### src/rtl/sc_microseq_pkg.sv
// Shared types and constants for the control-store microsequencer.
// The single-step debug feature is selected with the SC_MICROSEQ_STEP_EN macro.
package sc_microseq_pkg;

  localparam int unsigned ADDR_W = 11;
  localparam int unsigned DEC_W  = 8;
  localparam int unsigned COND_W = 3;
  localparam int unsigned FLAG_W = 4;
  localparam logic [ADDR_W-1:0] RESET_ADDR = 11'd0;

  localparam int unsigned FLAG_N = 3;
  localparam int unsigned FLAG_Z = 2;
  localparam int unsigned FLAG_V = 1;
  localparam int unsigned FLAG_C = 0;

  typedef enum logic [COND_W-1:0] {
    COND_NEXT   = 3'd0,
    COND_N      = 3'd1,
    COND_Z      = 3'd2,
    COND_V      = 3'd3,
    COND_C      = 3'd4,
    COND_IR13   = 3'd5,
    COND_JUMP   = 3'd6,
    COND_DECODE = 3'd7
  } cond_e;

  typedef enum logic [2:0] {
    S_BOOT = 3'd0,
    S_RUN  = 3'd1,
    S_WAIT = 3'd2,
    S_HALT = 3'd3,
    S_HOLD = 3'd4
  } state_e;

  // Opcode dispatch lands in the upper half of the store, four words per opcode.
  function automatic logic [ADDR_W-1:0] decode_addr(input logic [DEC_W-1:0] dec);
    return {1'b1, dec, 2'b00};
  endfunction

endpackage

### src/rtl/sc_microseq_nextaddr.sv
// Combinational next-address selection: COND mux over the ALU flags, IR13,
// the jump field and the opcode dispatch, plus the wrapping micro-PC incrementer.
module sc_microseq_nextaddr
  import sc_microseq_pkg::*;
(
  input  logic [COND_W-1:0] cond,
  input  logic [ADDR_W-1:0] jump_addr,
  input  logic [DEC_W-1:0]  decode,
  input  logic [FLAG_W-1:0] flags,
  input  logic              ir13,
  input  logic [ADDR_W-1:0] upc,
  output logic [ADDR_W-1:0] next_addr
);

  logic [ADDR_W-1:0] inc;

  always_comb begin
    inc       = upc + 11'd1;
    next_addr = inc;
    case (cond)
      COND_NEXT:   next_addr = inc;
      COND_N:      next_addr = flags[FLAG_N] ? jump_addr : inc;
      COND_Z:      next_addr = flags[FLAG_Z] ? jump_addr : inc;
      COND_V:      next_addr = flags[FLAG_V] ? jump_addr : inc;
      COND_C:      next_addr = flags[FLAG_C] ? jump_addr : inc;
      COND_IR13:   next_addr = ir13 ? jump_addr : inc;
      COND_JUMP:   next_addr = jump_addr;
      COND_DECODE: next_addr = decode_addr(decode);
      default:     next_addr = inc;
    endcase
  end

endmodule

### src/rtl/sc_microsequencer.sv
// Micro-PC register and sequencing FSM with memory stall and halt detection.
// Optional single-step mode (Step_In port, S_HOLD state) under SC_MICROSEQ_STEP_EN.
module sc_microsequencer
  import sc_microseq_pkg::*;
(
  input  logic              SC_MICROSEQ_CLOCK_50,
  input  logic              SC_MICROSEQ_Reset_InLow,
  input  logic [COND_W-1:0] SC_MICROSEQ_Cond_In,
  input  logic [ADDR_W-1:0] SC_MICROSEQ_JumpAddr_In,
  input  logic [DEC_W-1:0]  SC_MICROSEQ_Decode_In,
  input  logic [FLAG_W-1:0] SC_MICROSEQ_Flags_In,
  input  logic              SC_MICROSEQ_IR13_In,
  input  logic              SC_MICROSEQ_MemRd_In,
  input  logic              SC_MICROSEQ_MemWr_In,
  input  logic              SC_MICROSEQ_MemAck_In,
`ifdef SC_MICROSEQ_STEP_EN
  input  logic              SC_MICROSEQ_Step_In,
`endif
  output logic [ADDR_W-1:0] SC_MICROSEQ_CSAddr_Out,
  output logic              SC_MICROSEQ_MemReq_Out,
  output logic              SC_MICROSEQ_DPEnable_Out,
  output logic              SC_MICROSEQ_Halted_Out
);

`ifdef SC_MICROSEQ_STEP_EN
  localparam state_e AFTER_COMMIT = S_HOLD;
`else
  localparam state_e AFTER_COMMIT = S_RUN;
`endif

  state_e            state;
  logic [ADDR_W-1:0] upc;
  logic              halted;
  logic [ADDR_W-1:0] next_addr;
  logic              mem_op;

  assign mem_op = SC_MICROSEQ_MemRd_In | SC_MICROSEQ_MemWr_In;

  sc_microseq_nextaddr u_nextaddr (
    .cond      (SC_MICROSEQ_Cond_In),
    .jump_addr (SC_MICROSEQ_JumpAddr_In),
    .decode    (SC_MICROSEQ_Decode_In),
    .flags     (SC_MICROSEQ_Flags_In),
    .ir13      (SC_MICROSEQ_IR13_In),
    .upc       (upc),
    .next_addr (next_addr)
  );

  // Stall and request depend on this cycle's ack, so they cannot wait for an edge.
  always_comb begin
    SC_MICROSEQ_MemReq_Out   = 1'b0;
    SC_MICROSEQ_DPEnable_Out = 1'b0;
    case (state)
      S_RUN: begin
        SC_MICROSEQ_MemReq_Out   = mem_op;
        SC_MICROSEQ_DPEnable_Out = !(mem_op && !SC_MICROSEQ_MemAck_In);
      end
      S_WAIT: begin
        SC_MICROSEQ_MemReq_Out   = mem_op;
        SC_MICROSEQ_DPEnable_Out = SC_MICROSEQ_MemAck_In;
      end
      default: begin
        SC_MICROSEQ_MemReq_Out   = 1'b0;
        SC_MICROSEQ_DPEnable_Out = 1'b0;
      end
    endcase
  end

  // Sequencing FSM; the halt idiom is a self-jump and is only left by reset.
  always_ff @(posedge SC_MICROSEQ_CLOCK_50 or negedge SC_MICROSEQ_Reset_InLow) begin
    if (!SC_MICROSEQ_Reset_InLow) begin
      state  <= S_BOOT;
      upc    <= RESET_ADDR;
      halted <= 1'b0;
    end else begin
      case (state)
        S_BOOT: state <= AFTER_COMMIT;
        S_RUN: begin
          if (mem_op && !SC_MICROSEQ_MemAck_In) begin
            state <= S_WAIT;
          end else if (SC_MICROSEQ_Cond_In == COND_JUMP &&
                       SC_MICROSEQ_JumpAddr_In == upc) begin
            state  <= S_HALT;
            halted <= 1'b1;
          end else begin
            upc   <= next_addr;
            state <= AFTER_COMMIT;
          end
        end
        S_WAIT: begin
          if (SC_MICROSEQ_MemAck_In) begin
            upc   <= next_addr;
            state <= AFTER_COMMIT;
          end else begin
            state <= S_WAIT;
          end
        end
        S_HALT: state <= S_HALT;
`ifdef SC_MICROSEQ_STEP_EN
        S_HOLD: state <= SC_MICROSEQ_Step_In ? S_RUN : S_HOLD;
`endif
        default: state <= S_BOOT;
      endcase
    end
  end

  assign SC_MICROSEQ_CSAddr_Out = upc;
  assign SC_MICROSEQ_Halted_Out = halted;

endmodule
### config.mk
export PLATFORM = sky130hd
export DESIGN_NAME = sc_microsequencer
export DESIGN_NICKNAME = d
export VERILOG_FILES = /design/src/rtl/sc_microseq_pkg.sv /design/src/rtl/sc_microseq_nextaddr.sv /design/src/rtl/sc_microsequencer.sv
export SDC_FILE = /design/constraint.sdc
export NUM_CORES = 1
export LEC_CHECK = 0
export BUFFER_PORTS_ARGS = -buffer_cell sky130_fd_sc_hd__buf_4
export CAP_MARGIN = 20
export CORE_ASPECT_RATIO = 0.8
export CORE_MARGIN = 2
export CORE_UTILIZATION = 31
export DETAILED_ROUTE_END_ITERATION = 12
export PLACE_DENSITY_LB_ADDON = 0.3
export SLEW_MARGIN = 20
export SYNTH_ARGS = -nofsm -noshare
export SYNTH_HDL_FRONTEND = slang
export SYNTH_SLANG_ARGS = --single-unit
### constraint.sdc
create_clock -name SC_MICROSEQ_CLOCK_50 -period 4.82 [get_ports SC_MICROSEQ_CLOCK_50]
set_clock_uncertainty 0.15 [all_clocks]
set_input_delay 0.723 -clock SC_MICROSEQ_CLOCK_50 [delete_from_list [all_inputs] [get_ports SC_MICROSEQ_CLOCK_50]]
set_output_delay 0.723 -clock SC_MICROSEQ_CLOCK_50 [all_outputs]
set_load 0.005 [all_outputs]
==> flow_summary.ini, run 1 <==
[run_status]
status = finished, final reports clean

[worst_hold_path]
hold_path.class = input pin to async pin

[logic_synthesis]
synthAdderAreaFrac = 0.0463
synth-warning-count = 0
synth_mux_area_frac = 0.0185
synth_xor_area_frac = 0.0712
yosysSeqAreaShare = 0.259
synth_flop_cell = dfrtp_1
syn_area_mm2 = 0.00135
synth_cell_types = 53
yosys.area.top_type_share = 0.259
synth.area.top_cells = dfrtp_1, xor2_1, nand3_1
synth_top_family_by_area = compound AO/OA/AOI/OAI gates
synth.avg_cell_area_um2 = 8.40
synth_seq_cells = 14
synthSimpleGateAreaFrac = 0.269
syn_inst = 161
synth.largest_area_cell = dfrtp_1
synth_edf_count = 0
synth-compound-area-share = 0.283
async_flop_share = 1.00
syn_nets = 198

[setup_path]
path_max_fanout = 12
worstSetupPathType = register to register
ff2ff_setup_slack_ns = 1.92
crit_path_end_kind = register
required_ns = 4.81
r2r-start = state[0]
cp_cell_sequence = inv_1 -> ha_1 -> or3_1 -> a31oi_1 -> and2_1 -> mux2_4
critPathTopFamily = simple AND/OR/NAND/NOR gates
r2r_end = SC_MICROSEQ_CSAddr_Out[0]
worstPathArrival_ns = 2.89
critPathMaxStageDelay_ns = 0.73
crit_buf_inv = 1
crit_start = state[0]
crit_slowest_cell = a31oi_1
start_kind = register
rr_worst_depth = 6

[timing]
finalHoldViolations = 0
min_period_ns = 2.90
period_share = 0.602
finalSetupTns_ns = 0
rsz0062_at_grt = no
drv_slew = 0
setup_viol = 0
maxSlewHeadroom = 0.367
whs_ns = 0.164
worstMarginPinSlew_ns = 0.945
max_freq_ghz = 0.345

[detailed_routing]
num_vias = 1441
drc = 0
viasPerCell = 5.56
antenna_left = 0
drt_iter0_markers = 163
drt-pass1-iter-count = 4
routed-wl-met2_um = 1770
wl_met3_um = 308
wl_per_cell_um = 15.7
maxUsedRoutingLayer = met4
routed_wl_um = 4080
wl_met1_um = 1970

[die]
dieHeight_um = 63.1
dieArea_mm2 = 0.00491
dieWidth_um = 77.9
core_mm2 = 0.00418
rows = 21
start_util = 0.324
io_pins = 46

[cells_and_area]
fin_cells = 259
syn_to_final_growth_pct = 31.0
layout_common_cells = buf_4, nand3_1, dfrtp_1, nand2_1, xor2_1
nNetsFinal = 240
insertedDiodeCount = 0
stdcell_area_mm2 = 0.00177
drive_gt1_frac = 0.277
final_common_cell = buf_4

[global_route]
grtUsageTotal = 0.172
grt_max_degree = 15
grt-ovfl-total = 0
grt_antenna_before_repair = 0
grt_pass1_vias = 1417
grt_pass1_wl_um = 6690

[pwr]
ir_drop_uv = 257
p_leak_nw = 0.782
powerDensity_mw_per_mm2 = 475
power_uw = 841

[clock_network]
htreeDepth = 1
clkLatencyLatePin_ns = 0.25
cts_sinks = 14
clk_pin_slew_ns = 0.06
cts_hold_buf = 0
cts_root_buf = clkbuf_8
cts_tree = done
cts_buffers = 3
cts.path.max_buffers = 2
post_cts_resized = 0
postCtsSetupRepairBufs = 0

[place]
dpl_cell_area_mm2 = 0.00172
place.gp.congestion = 0.893
dp_cells = 255
portBuffers = 45
hpwlAfterDp_um = 3090

[flow_run]
drv_cap = 0
## cell families (layout without fill, tap and decap cells)
logic type / count (synthesis) / after routing
simple gates: 64 / 64
compound gates: 50 / 50
buf+inv: 15 / 56
flops: 14 / 14
xor+xnor: 11 / 11
fa+ha+maj: 5 / 5
mux: 2 / 2
## registers in the layout, indices dropped and copies added (netlist names)
register / flops
SC_MICROSEQ_CSAddr_Out: 11
state: 2
SC_MICROSEQ_Halted_Out: 1
## Yosys cell counts, drive strengths merged, types with 2 or more instances
library cell	count
nand3	17
buf	5
xor2	11
o2bb2ai	3
nor2b	2
o211ai	6
a31oi	2
and3	3
clkbuf	3
a22oi	2
inv	7
nand2	11
ha	5
and2	4
nor4	6
o311ai	5
a22o	6
nand3b	4
a21o	2
dfrtp	14
nor3	3
nor2	5
o21ai	6
a21oi	5
nand4	3
## per-layer routing
| metal | vias to the layer above | track usage |
|---|---|---|
| met4 | 0 | 0.0357 |
| met5 | - | 0 |
| li1 | 711 | - |
| met1 | 673 | 0.247 |
| met3 | 4 | 0.0487 |
| met2 | 53 | 0.254 |
## worst max path at each step
stage	endpoint	slack, ns	cells past startpoint
6_report	SC_MICROSEQ_CSAddr_Out[0]	1.92	6
3_3_place_gp	SC_MICROSEQ_CSAddr_Out[0]	1.90	5
4_1_cts	SC_MICROSEQ_CSAddr_Out[0]	1.95	6
5_1_grt	SC_MICROSEQ_CSAddr_Out[0]	1.73	6
3_5_place_dp	SC_MICROSEQ_CSAddr_Out[0]	1.88	5
2_1_floorplan	SC_MICROSEQ_CSAddr_Out[0]	2.62	7
## where the power goes
part           switching, mW  internal [mW]
combinational          0.227          0.230
sequential            0.0948          0.172
clock                 0.0449         0.0725
total                  0.366          0.474
## per-stage QoR
stage               setup slack, ns   util
finish                         1.92  0.424
global placement               1.90  0.411
detailed placement             1.88  0.411
global route                   1.73  0.424
floorplan                      2.62      -
CTS                            1.95  0.424
## final cells by class
type,count,area [um^2]
fillers,432,2410
multi-input cells,132,931
flip-flops and latches,14,350
repair buffers,45,338
well taps,57,71.3
clock buffers,4,55.1
inverters,7,26.3
(Power assumes the default switching activity.)
==> run 2, diff against run 1 <==
==> constraint.sdc (replaced) <==
create_clock -name SC_MICROSEQ_CLOCK_50 -period 3 [get_ports SC_MICROSEQ_CLOCK_50]
set_clock_uncertainty 0.15 [all_clocks]
set_input_delay 0.45 -clock SC_MICROSEQ_CLOCK_50 [delete_from_list [all_inputs] [get_ports SC_MICROSEQ_CLOCK_50]]
set_output_delay 0.45 -clock SC_MICROSEQ_CLOCK_50 [all_outputs]
set_load 0.005 [all_outputs]
==> flow_summary.ini, run 2 (synthesis results as in run 1) <==
[run_status]
status = finished, final reports clean

[timing]
fin_ws_ns = 0.750
rsz0062_at_grt = no
setup_viol = 0
finalSetupTns_ns = 0
whs_ns = 0.326
min_period_ns = 2.25
maxSlewHeadroom = 0.428
drv_slew = 0
finalHoldViolations = 0
period_share = 0.750
max_freq_ghz = 0.444
worstMarginPinSlew_ns = 0.854

[setup_path]
required_ns = 2.99
r2r-start = state[0]
rr_worst_depth = 6
path_max_fanout = 9
worstPathArrival_ns = 2.24
start_kind = register
r2r_end = SC_MICROSEQ_CSAddr_Out[0]
worstSetupPathType = register to register
crit_path_end_kind = register
ff2ff_setup_slack_ns = 0.75

[detailed_routing]
routed_wl_um = 4150
num_vias = 1450
viasPerCell = 5.53
antenna_left = 0
wl_per_cell_um = 15.8
drt_iter0_markers = 89
drc = 0
drt-pass1-iter-count = 4

[global_route]
grt_antenna_before_repair = 0
grt_max_degree = 15
grtUsageTotal = 0.175
grt_pass1_wl_um = 6840
grt-ovfl-total = 0
grt_pass1_vias = 1387

[cells_and_area]
fin_cells = 262
fillers = 418
insertedDiodeCount = 0
seqCellArea_um2 = 350
layout_common_cells = buf_4, nand3_1, dfrtp_1, nand2_1, xor2_1
syn_to_final_growth_pct = 32.4
final_common_cell = buf_4
drive_gt1_frac = 0.283
largest_reg_flops = 11
nNetsFinal = 244
multi_input_area_um2 = 931

[clock_network]
cts.path.max_buffers = 2
clkLatencyLatePin_ns = 0.25
post_cts_resized = 0
cts_sinks = 14
cts_buffers = 3
cts_root_buf = clkbuf_8
cts_tree = done
htreeDepth = 1
clk_pin_slew_ns = 0.06

[pwr]
powerDensity_mw_per_mm2 = 748
ir_drop_uv = 330
p_leak_nw = 0.794

[die]
dieArea_mm2 = 0.00491
rows = 21
dieHeight_um = 63.1
io_pins = 46
core_mm2 = 0.00418
dieWidth_um = 77.9
start_util = 0.324

[place]
dp_cells = 258
portBuffers = 45
dp_slack_ns = 0.652
hpwlAfterDp_um = 3150
place.gp.congestion = 0.942

[flow_run]
drv_cap = 0

[worst_hold_path]
holdPathEnd = state[0]
hold_start = SC_MICROSEQ_MemAck_In
holdPathStages = 3
hold_path.class = input pin to register
run 2: cell types whose count changed in the layout (fill, tap and decap cells not counted):
cell	previous run	this run
dlygate4sd3_1	0	1
buf_4	45	48
clkbuf_8	4	3
run 2: what timing repair did:
action,CTS,global route
hold buffers,1,0
setup endpoints to repair,0,0
endpoints found under the hold margin,14,0
setup buffers,0,0
run 2: worst max-delay path by stage:
stage                           start                   endpoint  slack, ns
6_report                     state[0]  SC_MICROSEQ_CSAddr_Out[0]       0.75
5_1_grt                      state[0]  SC_MICROSEQ_CSAddr_Out[0]       0.64
4_1_cts                      state[0]  SC_MICROSEQ_CSAddr_Out[0]       0.74
3_5_place_dp   SC_MICROSEQ_Cond_In[1]  SC_MICROSEQ_CSAddr_Out[9]       0.65
3_3_place_gp   SC_MICROSEQ_Cond_In[1]  SC_MICROSEQ_CSAddr_Out[9]       0.63
2_1_floorplan                state[0]  SC_MICROSEQ_CSAddr_Out[2]       0.93
run 2: critical path, stage by stage, from the launching register on:
cell	delay, ns
dfrtp_1	0.37
inv_1	0.07
ha_1	0.24
or3_1	0.37
a31oi_1	0.20
and2_1	0.41
mux2_4	0.33
run 2: per-stage QoR:
stage	util	area (um^2)	total power, mW
after floorplan	-	1350	0.868
after global placement	0.416	1740	1.17
after detailed placement	0.416	1740	1.17
after CTS	0.429	1790	1.34
after global routing	0.429	1790	1.44
final	0.429	1790	1.34
run 2: report_power, final:
| group | total [mW] | switching (mW) | internal, mW |
|---|---|---|---|
| clock | 0.161 | 0.0717 | 0.0891 |
| combinational | 0.751 | 0.368 | 0.383 |
| sequential | 0.427 | 0.151 | 0.277 |
| total | 1.34 | 0.591 | 0.749 |
run 2: cell type report:
class | count | area share
Multi-Input combinational cell | 132 | 0.520
Timing Repair Buffer | 49 | 0.207
Sequential cell | 14 | 0.196
Tap cell | 57 | 0.0398
Clock buffer | 3 | 0.0231
Inverter | 7 | 0.0147
run 2: per-layer routing:
metal  track usage  part of all wire  up-vias
met3        0.0358             0.058        6
met5             0                 0        -
li1              -                 -      714
met4        0.0313            0.0092        0
met2         0.263              0.44       46
met1         0.260              0.49      684
